File: src/rtl/jtpopeye_layer_mix_pkg.sv
// jtpopeye_layer_mix_pkg: shared layer id width, fade level constants and RGB packing helpers
package jtpopeye_layer_mix_pkg;
    localparam int LW = 2;
    localparam int FADE_W = 4;
    localparam logic [FADE_W-1:0] FADE_MAX = 4'd8;
    // palette words are packed {r,g,b} with blue in the LSBs
    function automatic int red_lsb(input int gw, input int bw);
        return gw + bw;
    endfunction
    function automatic int green_lsb(input int bw);
        return bw;
    endfunction
endpackage

File: src/rtl/jtpopeye_layer_mix_if.sv
// jtpopeye_layer_mix_if: pixel, palette-programming, priority, fade and RGB/sync signals of the mixer
// master drives layers/programming and receives RGB; slave is the mixer.
interface jtpopeye_layer_mix_if
    import jtpopeye_layer_mix_pkg::*;
#(
    parameter int LAYERS = 3,
    parameter int CW     = 5,
    parameter int RW     = 3,
    parameter int GW     = 3,
    parameter int BW     = 2
);
    localparam int DW = RW + GW + BW;
    localparam int AW = LW + CW;
    logic                 cen;
    logic [LAYERS*CW-1:0] lyr_col;
    logic [LAYERS-1:0]    lyr_v;
    logic                 HB_n;
    logic                 VB_n;
    logic [AW-1:0]        prog_addr;
    logic [DW-1:0]        prog_din;
    logic                 prog_we;
    logic [LAYERS*LW-1:0] prio_din;
    logic                 prio_we;
    logic                 fade_start;
    logic                 fade_dir;
    logic [RW-1:0]        red;
    logic [GW-1:0]        green;
    logic [BW-1:0]        blue;
    logic                 HB_out_n;
    logic                 VB_out_n;
    logic                 fade_busy;
    modport master (
        output cen, lyr_col, lyr_v, HB_n, VB_n, prog_addr, prog_din, prog_we,
               prio_din, prio_we, fade_start, fade_dir,
        input  red, green, blue, HB_out_n, VB_out_n, fade_busy
    );
    modport slave (
        input  cen, lyr_col, lyr_v, HB_n, VB_n, prog_addr, prog_din, prog_we,
               prio_din, prio_we, fade_start, fade_dir,
        output red, green, blue, HB_out_n, VB_out_n, fade_busy
    );
endinterface

File: src/rtl/jtpopeye_prio_sel.sv
// jtpopeye_prio_sel: S1 winner select with pending/active (frame double-buffered) priority registers
// In: clk, rst, cen, lyr_col, lyr_v, prio_din, prio_we, vb_fall. Out: registered winner id and index.
module jtpopeye_prio_sel
    import jtpopeye_layer_mix_pkg::*;
#(
    parameter int LAYERS = 3,
    parameter int CW     = 5
) (
    input  logic                 clk,
    input  logic                 rst,
    input  logic                 cen,
    input  logic [LAYERS*CW-1:0] lyr_col,
    input  logic [LAYERS-1:0]    lyr_v,
    input  logic [LAYERS*LW-1:0] prio_din,
    input  logic                 prio_we,
    input  logic                 vb_fall,
    output logic [LW-1:0]        win_id_q,
    output logic [CW-1:0]        win_idx_q
);
    function automatic logic [LAYERS*LW-1:0] ident();
        logic [LAYERS*LW-1:0] v;
        for (int r = 0; r < LAYERS; r++) v[r*LW +: LW] = LW'(r);
        return v;
    endfunction
    logic [LAYERS*LW-1:0] pend_q, pend_d, act_q, act_d;
    logic [LW-1:0]        win_id, win_id_d;
    logic [CW-1:0]        win_idx_d;
    // zero-padded to all 2^LW ids so out-of-range ids read as transparent, index 0
    logic [2**LW-1:0]     v_ext;
    logic [2**LW*CW-1:0]  col_ext;
    always_comb begin
        v_ext = '0;
        v_ext[LAYERS-1:0] = lyr_v;
        col_ext = '0;
        col_ext[LAYERS*CW-1:0] = lyr_col;
        // scan from the lowest rank upward so the first opaque rank overrides the backdrop
        win_id = act_q[(LAYERS-1)*LW +: LW];
        for (int r = LAYERS-1; r >= 0; r--)
            if (v_ext[act_q[r*LW +: LW]]) win_id = act_q[r*LW +: LW];
        win_id_d = cen ? win_id : win_id_q;
        win_idx_d = cen ? col_ext[win_id*CW +: CW] : win_idx_q;
        pend_d = prio_we ? prio_din : pend_q;
        act_d = vb_fall ? pend_q : act_q;
    end
    always_ff @(posedge clk) begin
        if (rst) begin
            pend_q    <= ident();
            act_q     <= ident();
            win_id_q  <= '0;
            win_idx_q <= '0;
        end else begin
            pend_q    <= pend_d;
            act_q     <= act_d;
            win_id_q  <= win_id_d;
            win_idx_q <= win_idx_d;
        end
    end
endmodule

File: src/rtl/jtpopeye_layer_mix.sv
// jtpopeye_layer_mix: N-layer priority mixer with shared palette, blanking and optional frame fade
// Ports: clk, rst and a jtpopeye_layer_mix_if.slave bus (layers, sync, palette/priority programming, RGB out).
// Pipeline: S1 winner select, S2 palette read, S3 blank/fade and output; 3 cen cycles.
// Build option: define COLMIX_FADE_EN to enable the per-frame fade FSM.
module jtpopeye_layer_mix
    import jtpopeye_layer_mix_pkg::*;
#(
    parameter int    LAYERS  = 3,
    parameter int    CW      = 5,
    parameter int    RW      = 3,
    parameter int    GW      = 3,
    parameter int    BW      = 2,
    parameter string SIMFILE = ""
) (
    input logic               clk,
    input logic               rst,
    jtpopeye_layer_mix_if.slave bus
);
    localparam int DW = RW + GW + BW;
    localparam int AW = LW + CW;
    localparam bit unused_simfile = (SIMFILE == "");
    logic               vb_last_q, vb_last_d, vb_fall;
    logic [LW-1:0]      win_id_q;
    logic [CW-1:0]      win_idx_q;
    logic [1:0]         s1_syn_q, s1_syn_d, s2_syn_q, s2_syn_d, s3_syn_q, s3_syn_d;
    logic [DW-1:0]      pal_mem [0:2**AW-1];
    logic [DW-1:0]      rd_q;
    logic [DW-1:0]      rgb_q, rgb_d;
    logic [FADE_W-1:0]  level;
    logic [RW+FADE_W-1:0] r_full;
    logic [GW+FADE_W-1:0] g_full;
    logic [BW+FADE_W-1:0] b_full;
    assign vb_fall = bus.cen & vb_last_q & ~bus.VB_n;
    jtpopeye_prio_sel #(.LAYERS(LAYERS), .CW(CW)) u_sel (
        .clk      (clk),
        .rst      (rst),
        .cen      (bus.cen),
        .lyr_col  (bus.lyr_col),
        .lyr_v    (bus.lyr_v),
        .prio_din (bus.prio_din),
        .prio_we  (bus.prio_we),
        .vb_fall  (vb_fall),
        .win_id_q (win_id_q),
        .win_idx_q(win_idx_q)
    );
    // write port is free-running; the read port advances with the pixel pipeline and
    // sees the pre-write word on a same-address collision
    always_ff @(posedge clk) begin
        if (bus.prog_we) pal_mem[bus.prog_addr] <= bus.prog_din;
        if (bus.cen) rd_q <= pal_mem[{win_id_q, win_idx_q}];
    end
`ifdef COLMIX_FADE_EN
    localparam logic [0:0] IDLE = 1'b0;
    localparam logic [0:0] STEP = 1'b1;
    logic [0:0]        st_q, st_d;
    logic              dir_q, dir_d;
    logic [FADE_W-1:0] lvl_q, lvl_d, tgt;
    assign tgt = dir_q ? FADE_MAX : '0;
    always_comb begin
        st_d  = st_q;
        dir_d = dir_q;
        lvl_d = lvl_q;
        if (st_q == IDLE) begin
            st_d  = bus.fade_start ? STEP : IDLE;
            dir_d = bus.fade_start ? bus.fade_dir : dir_q;
        end else if (vb_fall) begin
            lvl_d = lvl_q == tgt ? lvl_q : dir_q ? lvl_q + 4'd1 : lvl_q - 4'd1;
            st_d  = lvl_d == tgt ? IDLE : STEP;
        end
    end
    always_ff @(posedge clk) begin
        if (rst) begin
            st_q  <= IDLE;
            dir_q <= 1'b0;
            lvl_q <= FADE_MAX;
        end else begin
            st_q  <= st_d;
            dir_q <= dir_d;
            lvl_q <= lvl_d;
        end
    end
    assign level = lvl_q;
    assign bus.fade_busy = st_q == STEP;
`else
    logic unused_fade;
    assign unused_fade = ^{bus.fade_start, bus.fade_dir};
    assign level = FADE_MAX;
    assign bus.fade_busy = 1'b0;
`endif
    always_comb begin
        vb_last_d = bus.cen ? bus.VB_n : vb_last_q;
        s1_syn_d = bus.cen ? {bus.HB_n, bus.VB_n} : s1_syn_q;
        s2_syn_d = bus.cen ? s1_syn_q : s2_syn_q;
        s3_syn_d = bus.cen ? s2_syn_q : s3_syn_q;
        r_full = (RW+FADE_W)'(rd_q[red_lsb(GW, BW) +: RW]) * (RW+FADE_W)'(level);
        g_full = (GW+FADE_W)'(rd_q[green_lsb(BW) +: GW]) * (GW+FADE_W)'(level);
        b_full = (BW+FADE_W)'(rd_q[0 +: BW]) * (BW+FADE_W)'(level);
        // blank is reconstructed from the delayed syncs rather than carried separately
        rgb_d = !bus.cen ? rgb_q :
                !(&s2_syn_q) ? '0 : {r_full[3 +: RW], g_full[3 +: GW], b_full[3 +: BW]};
    end
    always_ff @(posedge clk) begin
        if (rst) begin
            vb_last_q <= 1'b0;
            s1_syn_q  <= '0;
            s2_syn_q  <= '0;
            s3_syn_q  <= '0;
            rgb_q     <= '0;
        end else begin
            vb_last_q <= vb_last_d;
            s1_syn_q  <= s1_syn_d;
            s2_syn_q  <= s2_syn_d;
            s3_syn_q  <= s3_syn_d;
            rgb_q     <= rgb_d;
        end
    end
    assign bus.red      = rgb_q[red_lsb(GW, BW) +: RW];
    assign bus.green    = rgb_q[green_lsb(BW) +: GW];
    assign bus.blue     = rgb_q[0 +: BW];
    assign bus.HB_out_n = s3_syn_q[1];
    assign bus.VB_out_n = s3_syn_q[0];
endmodule
File: src/flat_wrapper.sv
// flat-port wrapper written by rule: the top's interface ports become plain ports
module jtpopeye_layer_mix_flat import jtpopeye_layer_mix_pkg::*;
#(
    parameter int    LAYERS  = 3,
    parameter int    CW      = 5,
    parameter int    RW      = 3,
    parameter int    GW      = 3,
    parameter int    BW      = 2,
    parameter string SIMFILE = ""
)
  (clk, rst, bus_cen, bus_lyr_col, bus_lyr_v, bus_HB_n, bus_VB_n, bus_prog_addr, bus_prog_din, bus_prog_we, bus_prio_din, bus_prio_we, bus_fade_start, bus_fade_dir, bus_red, bus_green, bus_blue, bus_HB_out_n, bus_VB_out_n, bus_fade_busy);
  jtpopeye_layer_mix_if #(.LAYERS(LAYERS), .CW(CW), .RW(RW), .GW(GW), .BW(BW)) bus_i ();
  input logic clk;
  input logic rst;
  input wire logic [$bits(bus_i.cen)-1:0] bus_cen;
  input wire logic [$bits(bus_i.lyr_col)-1:0] bus_lyr_col;
  input wire logic [$bits(bus_i.lyr_v)-1:0] bus_lyr_v;
  input wire logic [$bits(bus_i.HB_n)-1:0] bus_HB_n;
  input wire logic [$bits(bus_i.VB_n)-1:0] bus_VB_n;
  input wire logic [$bits(bus_i.prog_addr)-1:0] bus_prog_addr;
  input wire logic [$bits(bus_i.prog_din)-1:0] bus_prog_din;
  input wire logic [$bits(bus_i.prog_we)-1:0] bus_prog_we;
  input wire logic [$bits(bus_i.prio_din)-1:0] bus_prio_din;
  input wire logic [$bits(bus_i.prio_we)-1:0] bus_prio_we;
  input wire logic [$bits(bus_i.fade_start)-1:0] bus_fade_start;
  input wire logic [$bits(bus_i.fade_dir)-1:0] bus_fade_dir;
  output wire logic [$bits(bus_i.red)-1:0] bus_red;
  output wire logic [$bits(bus_i.green)-1:0] bus_green;
  output wire logic [$bits(bus_i.blue)-1:0] bus_blue;
  output wire logic [$bits(bus_i.HB_out_n)-1:0] bus_HB_out_n;
  output wire logic [$bits(bus_i.VB_out_n)-1:0] bus_VB_out_n;
  output wire logic [$bits(bus_i.fade_busy)-1:0] bus_fade_busy;
  assign bus_i.cen = bus_cen;
  assign bus_i.lyr_col = bus_lyr_col;
  assign bus_i.lyr_v = bus_lyr_v;
  assign bus_i.HB_n = bus_HB_n;
  assign bus_i.VB_n = bus_VB_n;
  assign bus_i.prog_addr = bus_prog_addr;
  assign bus_i.prog_din = bus_prog_din;
  assign bus_i.prog_we = bus_prog_we;
  assign bus_i.prio_din = bus_prio_din;
  assign bus_i.prio_we = bus_prio_we;
  assign bus_i.fade_start = bus_fade_start;
  assign bus_i.fade_dir = bus_fade_dir;
  assign bus_red = bus_i.red;
  assign bus_green = bus_i.green;
  assign bus_blue = bus_i.blue;
  assign bus_HB_out_n = bus_i.HB_out_n;
  assign bus_VB_out_n = bus_i.VB_out_n;
  assign bus_fade_busy = bus_i.fade_busy;
  jtpopeye_layer_mix #(.LAYERS(LAYERS), .CW(CW), .RW(RW), .GW(GW), .BW(BW), .SIMFILE(SIMFILE)) u_core (.clk(clk), .rst(rst), .bus(bus_i));
endmodule
File: config.mk
export PLATFORM = sky130hd
export DESIGN_NAME = jtpopeye_layer_mix_flat
export DESIGN_NICKNAME = d
export VERILOG_FILES = /design/src/rtl/jtpopeye_layer_mix_pkg.sv /design/src/rtl/jtpopeye_layer_mix_if.sv /design/src/rtl/jtpopeye_prio_sel.sv /design/src/rtl/jtpopeye_layer_mix.sv /design/src/flat_wrapper.sv
export SDC_FILE = /design/constraint.sdc
export NUM_CORES = 1
export LEC_CHECK = 0
export CAP_MARGIN = 40
export CORE_AREA = 4 4 293 295
export CTS_CLUSTER_SIZE = 40
export DETAILED_ROUTE_END_ITERATION = 10
export DIE_AREA = 0 0 297 299
export PLACE_DENSITY = 0.63
export REMOVE_ABC_BUFFERS = 1
export SLEW_MARGIN = 0
export SYNTH_ARGS = -nofsm -noshare
export SYNTH_HDL_FRONTEND = slang
export SYNTH_HIERARCHICAL = 1
export SYNTH_SLANG_ARGS = --single-unit
File: constraint.sdc
create_clock -name clk -period 6.4 [get_ports clk]
set_clock_uncertainty 0.05 [all_clocks]
set_input_delay 0.96 -clock clk [delete_from_list [all_inputs] [get_ports clk]]
set_output_delay 0.96 -clock clk [all_outputs]
set_load 0.02 [all_outputs]
==> impl_results.md, run 1 <==
* Post-Route Utilization at between 50% and 60%
* Most frequent cells in the layout: edfxtp_1 (1032), mux4_2 (336), nor2_1 (142)
* Initial DRC count at around 2400
* Fin. Hold Viols at 0
* Min Tclk post-route at ~3800 ps
* Switching Fraction at between 20% and 30%
* GPL Wtd Cong at around 0.80
* Yosys warns at 6
* Final nets at about 2000
* # fillers at about 6000
* Comb pwr share at 6.8%
* Global-route wire length before repair at 134000 um
* Critical path peak fanout at 63
* Clk Latency, worst-skew pair at 650 ps
* Sequential power share at between 50% and 60%
* Int Power at 11600 uW
* Critical Path Start Type: flop
* Final Non-Filler Cells at 3075
* Root Buffer: clkbuf_16
* Die width at 297 um
* Final setup fails at 0
* CTS Sinks at approximately 1100
* Post-cts sizing count at 0
* Initial antenna violation count at 5
* Worst path arrival time at 4120 ps
* Post-DRT Antenna Nets at 0
* Most common cell after layout, fill and taps aside: edfxtp_1
* Post-synth top area cell: edfxtp_1
* Hold/Removal Path Class: flop to flop
* Congestion Overflow GR at 0
* Core region area at 83200 sq um
* Worst Max-Slew Pin Slew at 929 ps
* Max Clk Rate at between 200 and 300 MHz
* Max Cap Viol at 0
* Initial Util at 49.5%
* Mapped Cells at 1790
* Cts bufs inserted at 105
* Synth area leaders: edfxtp_1 (75%), mux4_2 (18%), dfxtp_1 (1.6%), nor2_1 (1.3%), clkbuf_1 (0.46%)
* Period utilisation layout at between 50% and 60%
* TNS Setup at 0 ps
* Crit end category: flop
* Pre-Repair DR Iteration Count at 7
* Setup CP Type: flop to flop
* RSZ-0062 raised after global routing: false
* Slew Viols, Final at 0
* Synth top area share at approximately three quarters
* Vias in the first global route at 19200
* H-tree levels at 3
* Hold-fix buffers at CTS at 0
* Sequential area share after synthesis at 76.8%
* Pwr/cell area at around 310 nW/um^2
* DRC Markers at 0
* Num ports at 59
* DRT Wirelength at roughly 92000 um
* Port Buf Inserts at 55
* WL/cell at 29.8 um
* Relative slew slack at a little under two fifths
* Layout cells sized above 1 at between 20 and 30%
* Mapped Area at 41200 sq um
* Synth cell types at 35
* Leak at 0.0141 uW
* Vias/cell at roughly 6
* Switching power at 3120 uW
* Status: finished clean
* Layout area overhead at 13.1%
* Inst Count DP at about 2900
* DP HPWL at between 50000 and 60000 um
* CTS tree: built
* CP required at between 6000 and 7000 ps
* Routed vias at approximately 19000
* Gr usage total at 20.7%
* Die H at 299 um
* Clk pwr share at between 40% and 50%
* Flops & latches, synth at between 1000 and 1500
* Row count at about 110
* Syn Area/Cell at 23.0 sq um
* Pin count of the biggest net entering global routing at 95
* Register clock-pin slew on the reported worst setup and hold paths at about 60 ps
* Longest Clk Path Bufs at 3
* Die area at approximately 89000 sq um
* # Post-CTS Setup Buffers at 0
* Worst VDD drop at approximately 0.00026 V
-- final timing paths --
kind / depth (start not counted) / slack, ps / startpoint / end
max: 5 / 2640 / u_core/u_sel/win_idx_q[0] / u_core/rd_q[7]
min: 1 / 410 / u_core/u_sel/pend_q[2] / u_core/u_sel/act_q[2]
max reg2reg: 5 / 2640 / u_core/u_sel/win_idx_q[0] / u_core/rd_q[7]
min reg2reg: 1 / 410 / u_core/u_sel/pend_q[2] / u_core/u_sel/act_q[2]
-- critical path, stage by stage, from the launching register on --
cell and delay, ps:
dfxtp_4 790, buf_12 500, mux4_2 640, mux4_2 560, mux4_2 580, mux2_2 300
-- stage by stage --
step / hold WS (ps) / total power, uW / worst slack, ps / cell area [sq um]
floorplan: 377 / 8650 / -6210 / 40700
global placement: 389 / 8870 / 2160 / 43000
detailed placement: 399 / 8890 / 2260 / 43200
CTS: 418 / 14800 / 2580 / 46600
global route: 453 / 15200 / 2470 / 46600
finish: 413 / 14700 / 2640 / 46600
-- cells in the mapped netlist (all sizes together) --
master / n
a2111oi: 3
and3: 1
conb: 1
dfxtp: 33
a21oi: 11
o21a: 1
nand3: 22
or2b: 1
o31ai: 1
mux2i: 19
o21ai: 4
a32oi: 2
a211o: 4
nor2: 142
a221oi: 1
nor3: 10
buf: 49
mux4: 336
nor2b: 17
nand2b: 14
inv: 1
a21boi: 4
edfxtp: 1032
nand4: 3
clkbuf: 51
mux2: 9
and2: 1
or3: 1
nand2: 16
-- layer usage --
metal | track usage [%] | part of all wire (%) | vias to the layer above
li1 | - | - | 7811
met1 | 29.6 | 41 | 10200
met2 | 33.5 | 49 | 700
met3 | 4.34 | 7.3 | 122
met4 | 5.04 | 2.3 | 2
met5 | 0 | 0.014 | -
-- sequential cells by signal, indices dropped and copies added (netlist names) --
register                flops
u_core/rgb_q                8
u_core/rd_q                 8
u_core/pal_mem           1024
u_core/s1_syn_q             2
u_core/s3_syn_q             2
u_core/u_sel/win_idx_q      5
u_core/u_sel/win_id_q       2
u_core/u_sel/pend_q         6
u_core/u_sel/act_q          6
u_core/s2_syn_q             2
-- area by class of cell --
| type | instances | area [sq um] | share of cell area (%) |
|---|---|---|---|
| diodes | 2 | 5.00 | 0.0107 |
| flip-flops and latches | 1065 | 31700 | 67.9 |
| clock buffers | 133 | 2840 | 6.09 |
| multi-input cells | 624 | 9100 | 19.5 |
| inverters | 1 | 3.75 | 0.00805 |
| repair buffers | 108 | 1120 | 2.40 |
| well taps | 1080 | 1350 | 2.90 |
| clock inverters | 62 | 524 | 1.12 |
-- power by group through the flow --
stage | sequential [uW] | clock (uW) | combinational, uW
after floorplan | 7970 | 0 | 683
after CTS | 7740 | 6080 | 1010
after global routing | 7740 | 6390 | 1050
after detailed placement | 7890 | 0 | 1010
final | 7740 | 5950 | 994
after global placement | 7890 | 0 | 980
-- kinds of logic (layout without fill, tap and decap cells) --
logic type | Yosys count | in the layout | share of synthesized area (%)
and+or+nand+nor | 228 | 228 | 2.41
muxes | 364 | 364 | 19.1
DFF | 1065 | 1065 | 76.8
buffers and inverters | 101 | 304 | 1.11
other | 1 | 3 | 0.00910
AOI/OAI and AO/OA | 31 | 31 | 0.580
(Power assumes the default switching activity.)
==> run 2, diff against run 1 <==
--- a/config.mk
+++ b/config.mk
@@ -10,7 +10,7 @@
 export CTS_CLUSTER_SIZE = 40
 export DETAILED_ROUTE_END_ITERATION = 10
 export DIE_AREA = 0 0 297 299
-export PLACE_DENSITY = 0.63
+export PLACE_DENSITY = 0.66
 export REMOVE_ABC_BUFFERS = 1
 export SLEW_MARGIN = 0
 export SYNTH_ARGS = -nofsm -noshare
==> constraint.sdc (replaced) <==
create_clock -name clk -period 3.3 [get_ports clk]
set_clock_uncertainty 0.05 [all_clocks]
set_input_delay 0.495 -clock clk [delete_from_list [all_inputs] [get_ports clk]]
set_output_delay 0.495 -clock clk [all_outputs]
set_load 0.02 [all_outputs]
==> run 2 against run 1 <==
Clock-buffer cell count is 1 lower; non-clock buffer count grew 166; fmax rose by 19%; power up 97%; critical path type unchanged; largest cell class unchanged.
==> impl_results.md, run 2 (same netlist as run 1, synthesis figures left out) <==
* Met1 WL at 37200 um (was 37800 um)
* Critical Path, Cell by Cell: buf_12 > buf_12 > mux4_2 > mux4_2 > mux4_2 > mux2_2 (was buf_12 > mux4_2 > mux4_2 > mux4_2 > mux2_2)
* RSZ-0062 raised after global routing: false (unchanged)
* Die area at 88800 sq um (unchanged)
* Min Tclk post-route at 3150 ps (was 3760 ps)
* Top Layer Used: met4 (was met5)
* Global-route wire length before repair at 136000 um (was 134000 um)
* Layout cells sized above 1 at 33.8% (was 28.8%)
* Slew Viols, Final at 0 (unchanged)
* Crit end category: flop (unchanged)
* Core region area at 83200 sq um (unchanged)
* Cts bufs inserted at 105 (unchanged)
* CTS Sinks at 1065 (unchanged)
* Fin. Hold Viols at 0 (unchanged)
* GPL Wtd Cong at 0.824 (was 0.797)
* Pwr/cell area at 600 nW/um^2 (was 315 nW/um^2)
* DR WL met2 at 45300 um (was 45100 um)
* CP required at 3670 ps (was 6750 ps)
* Post-cts sizing count at 0 (unchanged)
* Port Buf Inserts at 55 (unchanged)
* Largest Register: u_core/pal_mem (unchanged)
* Multi-input gate area at 9090 sq um (was 9100 sq um)
* Placement Setup Slack at 162 ps (was 2260 ps)
* Most common cell after layout, fill and taps aside: edfxtp_1 (unchanged)
* Clk Latency, worst-skew pair at 660 ps (was 650 ps)
* Hold-fix buffers at CTS at 0 (unchanged)
* Die H at 299 um (unchanged)
* Hold/Removal Path Class: primary input to flop (was flop to flop)
* Top flop regs: u_core/pal_mem x1024, u_core/rd_q x8, u_core/rgb_q x8 (unchanged)
* Pin count of the biggest net entering global routing at 129 (was 95)
* WL/cell at 28.3 um (was 29.8 um)
* # fillers at 5877 (was 6040)
* # Post-CTS Setup Buffers at 0 (unchanged)
* Row count at 106 (unchanged)
* Pre-Repair DR Iteration Count at 6 (was 7)
* Routed vias at 19400 (was 18800)
* Layout area overhead at 16.7% (was 13.1%)
* Initial antenna violation count at 5 (unchanged)
* Period utilisation layout at 95.6% (was 58.8%)
* Most frequent CP cell: mux4_2 (unchanged)
* DRT Wirelength at 91700 um (about the same)
* H-tree levels at 3 (unchanged)
* Post-DRT Antenna Nets at 0 (unchanged)
* Buffer and inverter count on the worst path at 2 (was 1)
* Post-Route Utilization at 57.8% (was 56.0%)
* Most frequent cells in the layout: edfxtp_1 (1032), mux4_2 (336), buf_4 (198) (was edfxtp_1 (1032), mux4_2 (336), nor2_1 (142))
* CTS tree: built (unchanged)
* Max Cap Viol at 0 (unchanged)
* Critical path peak fanout at 20 (was 63)
* Gr usage total at 20.9% (was 20.7%)
* Vias/cell at 5.98 (was 6.12)
* Worst Max-Slew Pin Slew at 946 ps (was 929 ps)
* Reg area at 31700 sq um (unchanged)
* Die width at 297 um (unchanged)
* Relative slew slack at 37.0% (was 38.1%)
* Largest register FFs at 1024 (unchanged)
* Longest Clk Path Bufs at 3 (unchanged)
* Crit path largest cell delay at 580 ps (was 790 ps)
* Root Buffer: clkbuf_16 (unchanged)
* DRC Markers at 0 (unchanged)
* Leak at 0.0150 uW (was 0.0141 uW)
* Status: finished clean (unchanged)
* Register clock-pin slew on the reported worst setup and hold paths at 60 ps (about the same)
* Final setup fails at 0 (unchanged)
* Congestion Overflow GR at 0 (unchanged)
* Setup CP Type: flop to flop (unchanged)
* Post-route setup slack at 145 ps (was 2640 ps)
* Slowest cell on crit path: mux4_2 (was dfxtp_4)
* Worst VDD drop at 0.000431 V (was 0.000257 V)
* Metal3 WL at 7100 um (was 6650 um)
* Critical Path Start Type: flop (unchanged)
* Max Clk Rate at 317 MHz (was 266 MHz)
* Num ports at 59 (unchanged)
* Worst path arrival time at 3520 ps (was 4120 ps)
* Crit-path leading delay family: multiplexers (unchanged)
* DP HPWL at 57700 um (was 55600 um)
* Final nets at 2119 (was 1953)
* Initial Util at 49.5% (unchanged)
* Vias in the first global route at 19900 (was 19200)
* Initial DRC count at 2033 (was 2377)
==> run 2: per-stage QoR <==
stage / hold slack (ps) / area (sq um) / cells / TNS, ps / power [uW]
finish: 176 / 48100 / 3240 / 0 / 28900
detailed placement: 415 / 44700 / 3044 / 0 / 17300
CTS: 151 / 48100 / 3237 / 0 / 29100
global placement: 417 / 44700 / 3044 / 0 / 17300
floorplan: 377 / 40700 / 1690 / -85210 / 16800
global route: 164 / 48100 / 3237 / 0 / 29800
==> run 2: layout make-up <==
cell class                      count  area share, %
Sequential cell                  1065           65.8
Clock buffer                      132           5.76
Inverter                            1        0.00780
Clock inverter                     61           1.39
Tap cell                         1080           2.81
Antenna cell                        3         0.0156
Multi-Input combinational cell    624           18.9
Timing Repair Buffer              274           5.28
==> run 2: worst paths after layout <==
check / from / to / slack, ps / cells past startpoint
hold reg to reg: u_core/rgb_q[4] / u_core/rgb_q[4] / 430 / 2
setup / recovery: u_core/u_sel/win_idx_q[0] / u_core/rd_q[1] / 150 / 6
setup reg to reg: u_core/u_sel/win_idx_q[0] / u_core/rd_q[1] / 150 / 6
hold / removal: bus_prog_din[7] / u_core/pal_mem[43][7] / 180 / 1
==> run 2: layer usage <==
| metal | track usage (%) | up-vias |
|---|---|---|
| met4 | 5.47 | 0 |
| met3 | 4.54 | 138 |
| met2 | 33.4 | 749 |
| met5 | 0 | - |
| li1 | - | 8135 |
| met1 | 29.8 | 10400 |
==> run 2: report_power, final <==
part	switching [uW]	total, uW	internal [uW]
Combinational	1090	2060	969
Clock	4860	11800	6950
Sequential	69.8	15000	14900
Total	6030	28900	22800
==> run 3, diff against run 2 <==
--- a/config.mk
+++ b/config.mk
@@ -5,12 +5,13 @@
 export SDC_FILE = /design/constraint.sdc
 export NUM_CORES = 1
 export LEC_CHECK = 0
+export ABC_AREA = 1
 export CAP_MARGIN = 40
-export CORE_AREA = 4 4 293 295
+export CORE_AREA = 4 4 301 303
 export CTS_CLUSTER_SIZE = 40
 export DETAILED_ROUTE_END_ITERATION = 10
-export DIE_AREA = 0 0 297 299
-export PLACE_DENSITY = 0.66
+export DIE_AREA = 0 0 305 307
+export PLACE_DENSITY = 0.64
 export REMOVE_ABC_BUFFERS = 1
 export SLEW_MARGIN = 0
 export SYNTH_ARGS = -nofsm -noshare
==> constraint.sdc (replaced) <==
create_clock -name clk -period 4.05 [get_ports clk]
set_clock_uncertainty 0.05 [all_clocks]
set_input_delay 0.6075 -clock clk [delete_from_list [all_inputs] [get_ports clk]]
set_output_delay 0.6075 -clock clk [all_outputs]
set_load 0.02 [all_outputs]
==> run 3 against run 2 <==
Combinational power up 5%; sequential share of layout area decreased by 0.59 points; register-to-register slack better by 1100 ps; critical endpoint is now u_core/pal_mem[41][6]; largest cell class unchanged; largest power group unchanged.
==> impl_results.md, run 3 <==
* Worst VDD drop at 0.000352 V (was 0.000431 V)
* Longest Clk Path Bufs at 3 (unchanged)
* Area after DPL at 45100 sq um (was 44700 sq um)
* Critical path peak fanout at 8 (was 20)
* Status: finished clean (unchanged)
* GPL Wtd Cong at 0.848 (was 0.824)
* Min Tclk post-route at about 2800 ps
* Post-synth EDFFs at 1032 (unchanged)
* Leak at 0.0171 uW (was 0.0150 uW)
* Mapped Cells at 3788 (was 1790)
* Async S/R FF share, synth at 0% (unchanged)
* Largest Register: u_core/pal_mem (unchanged)
* Post-DRT Antenna Nets at 0 (unchanged)
* Vias in the first global route at 26800 (was 19900)
* Top flop regs: u_core/pal_mem x1024, u_core/rd_q x8, u_core/rgb_q x8 (unchanged)
* Hold/Removal Path Class: primary input to flop (unchanged)
* H-tree levels at 3 (unchanged)
* Post-route setup slack at 1210 ps (was 145 ps)
* Fin. Hold Viols at 0 (unchanged)
* Placement Setup Slack at 575 ps (was 162 ps)
* Final nets at 3838 (was 2119)
* Pwr/cell area at 492 nW/um^2 (was 600 nW/um^2)
* Initial antenna violation count at 1 (was 5)
* Global-route met1 utilization at 32.6% (was 29.8%)
* Routed vias at 28200 (was 19400)
* Post-cts sizing count at 0 (unchanged)
* Core region area at 88000 sq um (was 83200 sq um)
* Crit path from: bus_prog_addr[0] (was u_core/u_sel/win_idx_q[0])
* R2R Setup Slk at 1270 ps (was 150 ps)
* Register clock-pin slew on the reported worst setup and hold paths at 70 ps (was 60 ps)
* Max Clk Rate at 352 MHz
* RSZ-0062 raised after global routing: false (unchanged)
* Die H at 307 um (was 299 um)
* WL/cell at 21.6 um (was 28.3 um)
* Port Buf Inserts at 55 (unchanged)
* Flops & latches, synth at 1065 (unchanged)
* Synth top area share at 70.8% (was 75.2%)
* Diode count at 0 (was 3)
* Gr usage total at 22.8% (was 20.9%)
* Cts bufs inserted at 108 (was 105)
* Post-synth top area cell: edfxtp_1 (unchanged)
* Initial Util at 49.7% (was 49.5%)
* Root Buffer: clkbuf_16 (unchanged)
* Setup crit end: u_core/pal_mem[41][6] (was u_core/rd_q[1])
* Most frequent cells in the layout: nand2_1 (1271), edfxtp_1 (1032), nand3_1 (945) (was edfxtp_1 (1032), mux4_2 (336), buf_4 (198))
* CP required at 4290 ps (was 3670 ps)
* DRT Wirelength at 109000 um (was 91700 um)
* Yosys warns at 6 (unchanged)
* Vias/cell at 5.59 (was 5.98)
* Hold-fix buffers at CTS at 0 (unchanged)
* R2r endpoint: u_core/rd_q[4] (was u_core/rd_q[1])
* Met2 global-route usage at 36.4% (was 33.4%)
* Period utilisation layout at 70.2%
* # Post-CTS Setup Buffers at 0 (unchanged)
* Relative slew slack at 41.2% (was 37.0%)
* Met3 Track Usage GR at 3.24% (was 4.54%)
* CTS Sinks at 1065 (unchanged)
* Num ports at 59 (unchanged)
* GR peak layer: met2 (unchanged)
* Clk Latency, worst-skew pair at 680 ps (was 660 ps)
* TNS Setup at 0 ps (unchanged)
* Layout area overhead at 10.9% (was 16.7%)
* Congestion Overflow GR at 0 (unchanged)
* Pre-Repair DR Iteration Count at 6 (unchanged)
* Mapped Area at 43800 sq um (was 41200 sq um)
* Largest register FFs at 1024 (unchanged)
* Pin count of the biggest net entering global routing at 188 (was 129)
* Cell with the most instances after synthesis: nand2_1 (was edfxtp_1)
* # fillers at 7290 (was 5877)
* Hold slack final at 367 ps (was 176 ps)
* Setup CP Type: primary input to flop (was flop to flop)
* DP HPWL at 61800 um (was 57700 um)
* Row count at 109 (was 106)
* Synth area leaders: edfxtp_1 (71%), nand2_1 (11%), nand3_1 (11%), dfxtp_1 (1.5%), nor2_1 (1.4%) (was edfxtp_1 (75%), mux4_2 (18%), dfxtp_1 (1.6%), nor2_1 (1.3%), clkbuf_1 (0.46%))
* Global-route wire length before repair at 163000 um (was 136000 um)
* Layout cells sized above 1 at 6.55% (was 33.8%)
* Die area at 93600 sq um (was 88800 sq um)
* Finished Cell Area at 48500 sq um (was 48100 sq um)
* Sequential area share after synthesis at 72.3% (was 76.8%)
* Initial DRC count at 3145 (was 2033)
* Final setup fails at 0 (unchanged)
* Commonest cells post-synth: nand2_1 (1271), edfxtp_1 (1032), nand3_1 (945) (was edfxtp_1 (1032), mux4_2 (336), nor2_1 (142))
* Worst Max-Slew Pin Slew at 882 ps (was 946 ps)
* Max Cap Viol at 0 (unchanged)
* Crit end category: flop (unchanged)
* Die width at 305 um (was 297 um)
* Post-synth top flop: edfxtp_1 (unchanged)
* Worst path arrival time at 3090 ps (was 3520 ps)
* Critical Path Start Type: primary input (was flop)
* Synth cell types at 25 (was 35)
* R2r startpoint: u_core/u_sel/win_idx_q[0] (unchanged)
* Most common cell after layout, fill and taps aside: nand2_1 (was edfxtp_1)
* DRC Markers at 0 (unchanged)
* R2R cell count at 12 (was 6)
* CTS tree: built (unchanged)
* Slew Viols, Final at 0 (unchanged)
* Syn Area/Cell at 11.6 sq um (was 23.0 sq um)
[run 3: changes by cell type after synthesis, moves of 17 or more]
cell / delta
mux4_2: -336
inv_1: +40
nand3_1: +923
nor2_1: +26
nand2_1: +1255
buf_2: +107
buf_6: +48
mux2i_1: -19
nor2b_1: -17
[run 3: layout make-up]
class	count	area [sq um]	area share, %
clock inverter	63	537	1.11
sequential	1065	31700	65.3
timing repair buffer	129	1370	2.82
clock buffer	135	2840	5.86
multi-input combinational	2438	10500	21.5
tap	1165	1460	3.00
inverter	48	206	0.425
[run 3: layer usage]
| layer | up-vias | part of all wire, % |
|---|---|---|
| met2 | 1112 | 47 |
| met5 | - | 0 |
| met4 | 0 | 2.9 |
| li1 | 13300 | - |
| met3 | 167 | 7.3 |
| met1 | 13600 | 43 |
[run 3: critical path, cell delays in order]
cell and delay (ps):
clkdlybuf4s50_1 590, inv_1 120, nor3_1 220, nand2_1 520, buf_4 420, nor2_1 600
[run 3: cell families after synthesis]
| kind of cell | count (synthesis) | synth area share (%) |
|---|---|---|
| AND/OR/NAND/NOR | 2403 | 23.5 |
| buffers and inverters | 285 | 3.77 |
| AO/OA/AOI/OAI | 34 | 0.400 |
| flip-flops | 1065 | 72.3 |
| other | 1 | 0.00857 |
[run 3: per-stage QoR]
| stage | util (%) | power [uW] | instances |
|---|---|---|---|
| floorplan | - | 13800 | 3551 |
| global placement | 51.2 | 14500 | 4838 |
| detailed placement | 51.3 | 14600 | 4845 |
| CTS | 55.2 | 24000 | 5043 |
| finish | 55.2 | 23900 | 5043 |
| global route | 55.2 | 24700 | 5043 |
[run 3: worst min path at each step]
| stage | depth (start not counted) | start | slack [ps] | endpoint |
|---|---|---|---|---|
| finish | 1 | bus_prog_din[6] | 370 | u_core/pal_mem[81][6] |
| global route | 1 | bus_prog_din[6] | 360 | u_core/pal_mem[81][6] |
| CTS | 1 | bus_prog_din[6] | 350 | u_core/pal_mem[81][6] |
| detailed placement | 2 | u_core/s2_syn_q[1] | 400 | u_core/s2_syn_q[1] |
| global placement | 2 | u_core/s1_syn_q[0] | 400 | u_core/s1_syn_q[0] |
| floorplan | 2 | u_core/u_sel/pend_q[2] | 380 | u_core/u_sel/pend_q[2] |
[run 3: power breakdown]
group | internal, uW | switching (uW) | total, uW
Clock | 5420 | 4110 | 9530
Combinational | 574 | 1600 | 2170
Sequential | 12200 | 36.0 | 12200
